`config.mk`:
```
export PLATFORM = sky130hd
export DESIGN_NAME = a2d_sched
export DESIGN_NICKNAME = d
export VERILOG_FILES = /design/src/rtl/a2d_pkg.sv /design/src/rtl/a2d_watchdog.sv /design/src/rtl/a2d_sched.sv
export SDC_FILE = /design/constraint.sdc
export NUM_CORES = 1
export LEC_CHECK = 0
export ABC_AREA = 1
export BUFFER_PORTS_ARGS = -buffer_cell sky130_fd_sc_hd__buf_2
export CAP_MARGIN = 20
export CORE_MARGIN = 10
export CORE_UTILIZATION = 50
export DETAILED_ROUTE_END_ITERATION = 10
export PLACE_DENSITY = 0.67
export SLEW_MARGIN = 20
export SYNTH_ARGS = -nofsm -noshare
export SYNTH_HDL_FRONTEND = slang
export SYNTH_SLANG_ARGS = --single-unit
```
`constraint.sdc`:
```
create_clock -name clk -period 5.2 [get_ports clk]
set_clock_uncertainty 0.2 [all_clocks]
set_input_delay 0.52 -clock clk [delete_from_list [all_inputs] [get_ports clk]]
set_output_delay 0.52 -clock clk [all_outputs]
set_load 0.05 [all_outputs]
```
`src/rtl/a2d_pkg.sv`:
```
// a2d_pkg: shared types and constants for the A2D round scheduler.
package a2d_pkg;

  // Scheduler FSM states
  typedef enum logic [1:0] {
    IDLE  = 2'd0,
    ISSUE = 2'd1,
    XFER  = 2'd2,
    ERR   = 2'd3
  } sched_state_t;

  // Channel rotation used by the A2D interface
  localparam logic [1:0] CH_LFT  = 2'd0;
  localparam logic [1:0] CH_RGHT = 2'd1;
  localparam logic [1:0] CH_BATT = 2'd2;

  // Next channel in the lft -> rght -> batt -> lft rotation; 3 folds back to lft
  function automatic logic [1:0] ch_next(input logic [1:0] ch);
    logic [1:0] nxt_ch;
    case (ch)
      CH_LFT:  nxt_ch = CH_RGHT;
      CH_RGHT: nxt_ch = CH_BATT;
      CH_BATT: nxt_ch = CH_LFT;
      default: nxt_ch = CH_LFT;
    endcase
    return nxt_ch;
  endfunction

endpackage

```
`src/rtl/a2d_watchdog.sv`:
```
// a2d_watchdog: saturating up-counter with synchronous clear and a
// terminal-count flag. Used both as the request interval timer and as the
// SPI round watchdog.
module a2d_watchdog #(
  parameter int unsigned   W  = 12,
  parameter logic [W-1:0]  TC = {W{1'b1}}
) (
  input  logic clk,
  input  logic rst_n,
  input  logic i_clr,
  input  logic i_en,
  output logic o_tc
);

  logic [W-1:0] r_cnt;

  // Count while enabled, stop at the terminal value; clear has priority
  always_ff @(posedge clk or negedge rst_n) begin
    if (!rst_n) begin
      r_cnt <= {W{1'b0}};
    end else if (i_clr) begin
      r_cnt <= {W{1'b0}};
    end else if (i_en && (r_cnt != TC)) begin
      r_cnt <= r_cnt + {{(W-1){1'b0}}, 1'b1};
    end else begin
      r_cnt <= r_cnt;
    end
  end

  assign o_tc = (r_cnt == TC);

endmodule

```
`src/rtl/a2d_sched.sv`:
```
// a2d_sched: issues a one-cycle nxt request to the A2D interface every
// PERIOD clocks, follows its lft/rght/batt rotation, and strobes the
// matching result-valid one clock after the second SS_n rise of a round.
// A watchdog flags rounds that do not finish within TIMEOUT clocks.
// Optional build macro A2D_SCHED_BATT_LOW_EN adds a battery-low detector.
module a2d_sched
  import a2d_pkg::*;
#(
  parameter int unsigned           PERIOD_W = 17,
  parameter int unsigned           TOUT_W   = 12,
  parameter logic [PERIOD_W-1:0]   PERIOD   = 17'd100000,
  parameter logic [TOUT_W-1:0]     TIMEOUT  = 12'd4000
`ifdef A2D_SCHED_BATT_LOW_EN
  ,
  parameter logic [11:0]           BATT_THRESH = 12'h800
`endif
) (
  input  logic        clk,
  input  logic        rst_n,
  input  logic        en,
  input  logic        a2d_SS_n,
  input  logic        err_clr,
`ifdef A2D_SCHED_BATT_LOW_EN
  input  logic [11:0] batt,
  output logic        batt_low,
`endif
  output logic        nxt,
  output logic        lft_vld,
  output logic        rght_vld,
  output logic        batt_vld,
  output logic        busy,
  output logic        a2d_err
);

  localparam logic [PERIOD_W-1:0] TMR_TC  = PERIOD  - {{(PERIOD_W-1){1'b0}}, 1'b1};
  localparam logic [TOUT_W-1:0]   TOUT_TC = TIMEOUT - {{(TOUT_W-1){1'b0}}, 1'b1};

  sched_state_t r_state;
  logic [1:0]   r_ch;
  logic [1:0]   r_ss_cnt;
  logic         r_ss_n_ff;
  logic         r_first;
  logic         r_nxt;
  logic         r_busy;
  logic         r_lft_vld;
  logic         r_rght_vld;
  logic         r_batt_vld;
  logic         r_err;

  logic         w_ss_rise;
  logic         w_issue;
  logic         w_done;
  logic         w_tout_hit;
  logic         w_tmr_tc;
  logic         w_tout_tc;
  logic         w_in_round;

  assign w_ss_rise  = a2d_SS_n & ~r_ss_n_ff;
  assign w_in_round = (r_state == ISSUE) || (r_state == XFER);
  // The very first request goes out immediately; later ones wait for the timer
  assign w_issue    = (r_state == IDLE) && en && (r_first || w_tmr_tc);
  assign w_done     = (r_state == XFER) && w_ss_rise && (r_ss_cnt == 2'd1);
  // A completing round beats a simultaneous timeout
  assign w_tout_hit = (r_state == XFER) && w_tout_tc && !w_done;

  // Interval timer: zero in the nxt cycle, frozen while scheduling is disabled
  a2d_watchdog #(
    .W  (PERIOD_W),
    .TC (TMR_TC)
  ) u_tmr (
    .clk   (clk),
    .rst_n (rst_n),
    .i_clr (w_issue),
    .i_en  (en),
    .o_tc  (w_tmr_tc)
  );

  // Round watchdog: counts from the nxt cycle through the transfer
  a2d_watchdog #(
    .W  (TOUT_W),
    .TC (TOUT_TC)
  ) u_tout (
    .clk   (clk),
    .rst_n (rst_n),
    .i_clr (w_issue),
    .i_en  (w_in_round),
    .o_tc  (w_tout_tc)
  );

  // Delayed copy of SS_n for rising-edge detection
  always_ff @(posedge clk or negedge rst_n) begin
    if (!rst_n) begin
      r_ss_n_ff <= 1'b1;
    end else begin
      r_ss_n_ff <= a2d_SS_n;
    end
  end

  // Scheduler FSM with registered request, busy, strobe and error outputs
  always_ff @(posedge clk or negedge rst_n) begin
    if (!rst_n) begin
      r_state    <= IDLE;
      r_ch       <= CH_LFT;
      r_ss_cnt   <= 2'd0;
      r_first    <= 1'b1;
      r_nxt      <= 1'b0;
      r_busy     <= 1'b0;
      r_lft_vld  <= 1'b0;
      r_rght_vld <= 1'b0;
      r_batt_vld <= 1'b0;
      r_err      <= 1'b0;
    end else begin
      r_nxt      <= 1'b0;
      r_lft_vld  <= 1'b0;
      r_rght_vld <= 1'b0;
      r_batt_vld <= 1'b0;
      case (r_state)
        IDLE: begin
          if (w_issue) begin
            r_state <= ISSUE;
            r_nxt   <= 1'b1;
            r_busy  <= 1'b1;
            r_first <= 1'b0;
          end else begin
            r_busy  <= 1'b0;
          end
        end
        ISSUE: begin
          r_state  <= XFER;
          r_busy   <= 1'b1;
          r_ss_cnt <= 2'd0;
        end
        XFER: begin
          if (w_done) begin
            // Strobe the channel that just finished, then move on
            r_state    <= IDLE;
            r_busy     <= 1'b0;
            r_ch       <= ch_next(r_ch);
            r_lft_vld  <= (r_ch == CH_LFT);
            r_rght_vld <= (r_ch == CH_RGHT);
            r_batt_vld <= (r_ch == CH_BATT);
          end else if (w_tout_hit) begin
            // Channel index is kept; only a reset re-aligns with the interface
            r_state <= ERR;
            r_busy  <= 1'b0;
            r_err   <= 1'b1;
          end else begin
            r_busy <= 1'b1;
            if (w_ss_rise) begin
              r_ss_cnt <= r_ss_cnt + 2'd1;
            end else begin
              r_ss_cnt <= r_ss_cnt;
            end
          end
        end
        ERR: begin
          r_busy <= 1'b0;
          if (err_clr) begin
            r_state <= IDLE;
            r_err   <= 1'b0;
          end else begin
            r_err   <= 1'b1;
          end
        end
        default: begin
          r_state <= IDLE;
          r_busy  <= 1'b0;
        end
      endcase
    end
  end

  assign nxt      = r_nxt;
  assign busy     = r_busy;
  assign lft_vld  = r_lft_vld;
  assign rght_vld = r_rght_vld;
  assign batt_vld = r_batt_vld;
  assign a2d_err  = r_err;

`ifdef A2D_SCHED_BATT_LOW_EN
  logic [1:0] r_low_cnt;
  logic       r_batt_low;

  // Battery-low: three consecutive low samples set it, any good sample clears it
  always_ff @(posedge clk or negedge rst_n) begin
    if (!rst_n) begin
      r_low_cnt  <= 2'd0;
      r_batt_low <= 1'b0;
    end else if (r_batt_vld) begin
      if (batt < BATT_THRESH) begin
        if (r_low_cnt != 2'd3) begin
          r_low_cnt <= r_low_cnt + 2'd1;
        end else begin
          r_low_cnt <= r_low_cnt;
        end
        if (r_low_cnt >= 2'd2) begin
          r_batt_low <= 1'b1;
        end else begin
          r_batt_low <= r_batt_low;
        end
      end else begin
        r_low_cnt  <= 2'd0;
        r_batt_low <= 1'b0;
      end
    end else begin
      r_low_cnt  <= r_low_cnt;
      r_batt_low <= r_batt_low;
    end
  end

  assign batt_low = r_batt_low;
`endif

endmodule
```
After elaboration in Yosys (flattened, before gate mapping)
Index checks and enable logic that the tools add are counted.
W data, S select, Z words.
- flip-flop bits (word level): 43
- output and inout port bits: 6
- logic and storage cells: 86
- add/sub/neg operators: 3
- equality and inequality tests: 17
- mux-type cells: 29
- bitwise operators: 2
- reduce and logical (&&, ||, !) cells: 22
- operators by type and width (cell ; number):
    $mux W17 ; 2
    $mux W12 ; 2
    $add A17 B1 Y17 const B ; 1
    $eq A17 B17 Y1 const B ; 1
    $ne A17 B17 Y1 const B ; 1
    $mux W2 ; 7
    $mux W1 ; 13
    $add A12 B1 Y12 const B ; 1
    $eq A12 B12 Y1 const B ; 1
    $ne A12 B12 Y1 const B ; 1
    $ne A2 B2 Y1 const B ; 5
    $logic_and A1 B1 Y1 ; 8
    $pmux W2 S2 ; 2
    $pmux W2 S4 ; 1
    $reduce_bool A2 Y1 ; 4
    $eq A2 B1 Y1 const B ; 3
    $eq A2 B2 Y1 const B ; 3
    $reduce_and A3 Y1 ; 2
    $logic_not A2 Y1 ; 2
    $pmux W1 S4 ; 1
    $reduce_and A2 Y1 ; 2
    $reduce_and A4 Y1 ; 1
    $ne A3 B3 Y1 const B ; 1
    $add A2 B1 Y2 const B ; 1
    6 further kinds ; 7

Longest topological paths before layout
- depth in word-level cells: 9
- gate-level depth with buffers: 12
- depth with buffers taken out: 12

By module
Synthesis repeated with hierarchy kept, for this count alone.
- cell total of the unflattened synthesis: 372
- area, all modules: 2670.1 µm²
- modules (own cells, without submodules) (module ; instances ; cells each ; area an instance (µm²) ; sequential area each (µm²)):
    a2d_watchdog at u_tmr ; 1 ; 175 ; 1154.9 ; 425.4
    a2d_watchdog at u_tout ; 1 ; 109 ; 775.7 ; 300.3
    a2d_sched ; 1 ; 88 ; 739.5 ; 352.8

Worst setup path after synthesis
Ideal clock, no wire load.
- path kind: reg-to-reg
- from: reg u_tmr.r_cnt[0]
- to: reg u_tmr.r_cnt[9]
- setup time: 123 ps
- arrival: 1368 ps
- required time: 4877 ps
- slack: 3509 ps
- cell stages (with the launch flop): 11
- path buffers: 1
- cell sequence: dfrtp_1 ha_1 nand2_2 inv_2 nand2_1 nor2_2 nand2_4 nand2_4 buf_6 nor3b_1 nor2_1
- longest elaborated chain between the ends: 4
- elaborated cells between the ends (all ways): 9
- classes of those cells: 1 x add/sub; 2 x eq/ne; 2 x mux; 4 x reduce/logical
- ends and longest elaborated chain (item ; line ; RTL):
    start: declaration ; a2d_watchdog.sv:15 ; logic [W-1:0] r_cnt;
    start signal: assignment ; a2d_watchdog.sv:20 ; r_cnt <= {W{1'b0}};
    start signal: assignment ; a2d_watchdog.sv:22 ; r_cnt <= {W{1'b0}};
    start signal: assignment ; a2d_watchdog.sv:24 ; r_cnt <= r_cnt + {{(W-1){1'b0}}, 1'b1};
    parallel branches: the longest is 4 deep, another holds $add A17 B1 Y17 ; -- ;
Parallel ways; which one is timed is not known. The select of a mux whose other input is x is not followed.
A chain may end at the register's enable or synchronous reset.

Worst setup path after layout
- from: reg u_tmr.r_cnt[1]
- to: reg u_tmr.r_cnt[13]
The elaborated chain is that of the path after synthesis.

==> impl_metrics.json <==
{
  "grt_setup_unrepaired": "false",
  "hold_viol": 0,
  "place_congestion": 0.8692,
  "synth_most_common_cell": "nand2_1",
  "worstHoldStart": "a2d_SS_n",
  "syn_avg_cell_area_um2": 7.665,
  "cts_setup_buffers": 0,
  "dp_slack_ns": 3.269,
  "status": "completed",
  "synth_largest_area_cell": "dfrtp_1",
  "slowest_stage": "dfrtp_1",
  "vias": 2151,
  "coreArea_um2": 5140,
  "cts_made_buffers": 5,
  "critPathLaunch": "u_tmr.r_cnt[1]$_DFFE_PN0P_",
  "clockBufferDepth": 2,
  "diodes": 0,
  "grt_usage_pct": 13.27,
  "timing.final.ws_setup_ns": 3.276,
  "drt_pre_antenna_iters": 4,
  "grt_pass1_vias": 2127,
  "peakVddDrop_mv": 0.2948,
  "drive_gt1_share_pct": 16.25,
  "dp.final_hpwl_mm": 3.870,
  "syn_inst": 349,
  "synth.area.top_cells": "dfrtp_1 (38%), nand2_1 (15%), nor2_1 (5.8%)",
  "synth.distinct_cells": 31,
  "routed_wl_mm": 5.273,
  "p_leak_nw": 1.435,
  "critPathCapture": "u_tmr.r_cnt[13]$_DFFE_PN0P_",
  "worstPathRequired_ns": 5.20,
  "yosysWarnings": 0,
  "regArea_um2": 1079,
  "clk_pin_slew_ns": 0.08,
  "fp.dieW_um": 93.15,
  "powerDensity_nw_per_um2": 405.9,
  "initial_core_util_pct": 52.04,
  "grt_pass1_wl_mm": 9.356,
  "dpl.cell_count": 425,
  "async_flop_share_pct": 100.0,
  "reg2reg_to": "u_tmr.r_cnt[13]$_DFFE_PN0P_",
  "hold_class": "input pin to register",
  "reg2reg_slack_ns": 3.28,
  "die_y_um": 93.15,
  "slew_headroom_pct": 36.76,
  "ys_ff_latch": 43,
  "seq_area_frac_synth_pct": 40.32,
  "ff2ff_path_depth": 12,
  "drc": 0,
  "worst_pin_slew_ns": 0.9486,
  "viasPerCell": 4.968,
  "clkLatencyLatePin_ns": 0.30,
  "root_buffer": "clkbuf_8",
  "fin_cells": 433,
  "antenna_left": 0,
  "finalSetupTns_ns": 0,
  "postCtsHoldBufs": 0,
  "synth_edf_count": 0,
  "fin_nets": 375,
  "antenna_found_initial": 0,
  "io_buffers": 10,
  "reg2reg_from": "u_tmr.r_cnt[1]$_DFFE_PN0P_",
  "fillers": 520,
  "synth_common_cells": "nand2_1 (108), dfrtp_1 (41), nor2_1 (41)",
  "cts_max_level": 2,
  "grt_max_degree": 44,
  "rows": 26,
  "worstPathArrival_ns": 1.92,
  "multi_input_area_um2": 1381,
  "synthesis.nets": 362,
  "drv_cap": 0,
  "cts_sinks": 43,
  "period_needed_ns": 1.924,
  "synth_area_um2": 2675,
  "path_cells": "ha_1, nand2_2, inv_2, nand2_1, nor2_2, nand2_4, nand2_4, nand2_8, nand2_4, inv_2, nand2_1, nand2_1",
  "crit_fanout": 27,
  "fin_crit_sh_pct": 37.00,
  "synth_ff_type": "dfrtp_1",
  "globalRouteOverflowTotal": 0,
  "route.detailed.wl_per_inst_um": 12.18,
  "synth_top_area_share_pct": 38.35,
  "ios": 11,
  "max_stage_delay_ns": 0.37,
  "die_area_um2": 8676,
  "setup_viol": 0,
  "cp-end-kind": "register",
  "drt_iter0_drc": 84,
  "clock.fmax_mhz": 519.7,
  "drv_slew": 0,
  "syn_to_final_growth_pct": 6.501,
  "crit_type": "register to register",
  "startpoint_type": "register",
  "cts_tree": "yes",
  "cts-resized-gates": 0
}
==> metal layers <==
metal / share of wire [%] / wire [µm] / GRT usage, % / vias up
met1: 45 / 2374 / 15.18 / 964
met2: 49 / 2587 / 22.20 / 42
met5: 0 / 0 / 0 / -
met4: 2.4 / 125 / 7.584 / 0
met3: 3.5 / 186 / 3.197 / 12
li1: - / - / - / 1133
==> logic make-up after synthesis <==
logic type               count (synthesis)  share of synthesized area (%)
adder cells (fa/ha/maj)                  8                          3.742
AND/OR/NAND/NOR                        218                          39.85
flip-flops                              43                          40.32
AO/OA/AOI/OAI                           24                          5.754
buffers and inverters                   49                          8.045
XOR/XNOR                                 7                          2.292
==> sequential cells by signal, summed over array words and instances (netlist names), 2 cells and up <==
signal	count
u_tout.r_cnt	12
r_state	2
r_ss_cnt	2
r_ch	2
u_tmr.r_cnt	17
==> cells in the final DEF, fill, tap and decap left out, drive strengths merged <==
cell,instances
or2,1
nor2,45
ha,8
nor3b,3
dfrtp,41
clkbuf,7
nand3,24
buf,10
a21oi,8
nor3,9
o21ai,13
clkinv,2
nand2,120
xor2,7
nand4,16
o21bai,3
dfstp,2
inv,44
==> final cells by class <==
type / instances / area share [%]
sequential: 43 / 37.86
inverter: 45 / 5.973
clock inverter: 1 / 0.1757
tap: 70 / 3.074
timing repair buffer: 10 / 1.757
multi-input combinational: 257 / 48.48
clock buffer: 7 / 2.679
==> worst min-delay path by stage <==
stage                                      to  slack, ns  depth (start not counted)
after floorplan           a2d_err$_DFFE_PN0P_       0.02                          0
after global placement     rght_vld$_DFF_PN0_       0.25                          1
after detailed placement   rght_vld$_DFF_PN0_       0.24                          1
after CTS                 r_ss_n_ff$_DFF_PN1_       0.12                          1
after global routing      r_ss_n_ff$_DFF_PN1_       0.12                          1
final                     r_ss_n_ff$_DFF_PN1_       0.13                          1
==> critical path: cells and delay by family (launching register included) <==
kind                       cells  cell delay (ns)
and+or+nand+nor                9             0.89
DFF                            1             0.37
adders and majority gates      1             0.23
buffers and inverters          2             0.15
==> report_power, final <==
group | internal [mW] | leakage (nW) | switching, mW
Clock | 0.0943 | 0.0422 | 0.111
Combinational | 0.150 | 0.837 | 0.307
Sequential | 0.415 | 0.556 | 0.0783
==> through the flow <==
step           power (mW)  hold slack (ns)  instance area (µm²)  util [%]
2_1_floorplan      0.8491          0.02441                 2675         -
3_5_place_dp       0.9554           0.2389                 2768     53.85
6_report            1.157           0.1292                 2849     55.43
4_1_cts             1.166           0.1175                 2849     55.43
3_3_place_gp       0.9429           0.2541                 2768     53.85
5_1_grt             1.262           0.1198                 2849     55.43
Note: power is estimated with default switching activity, not from simulation.
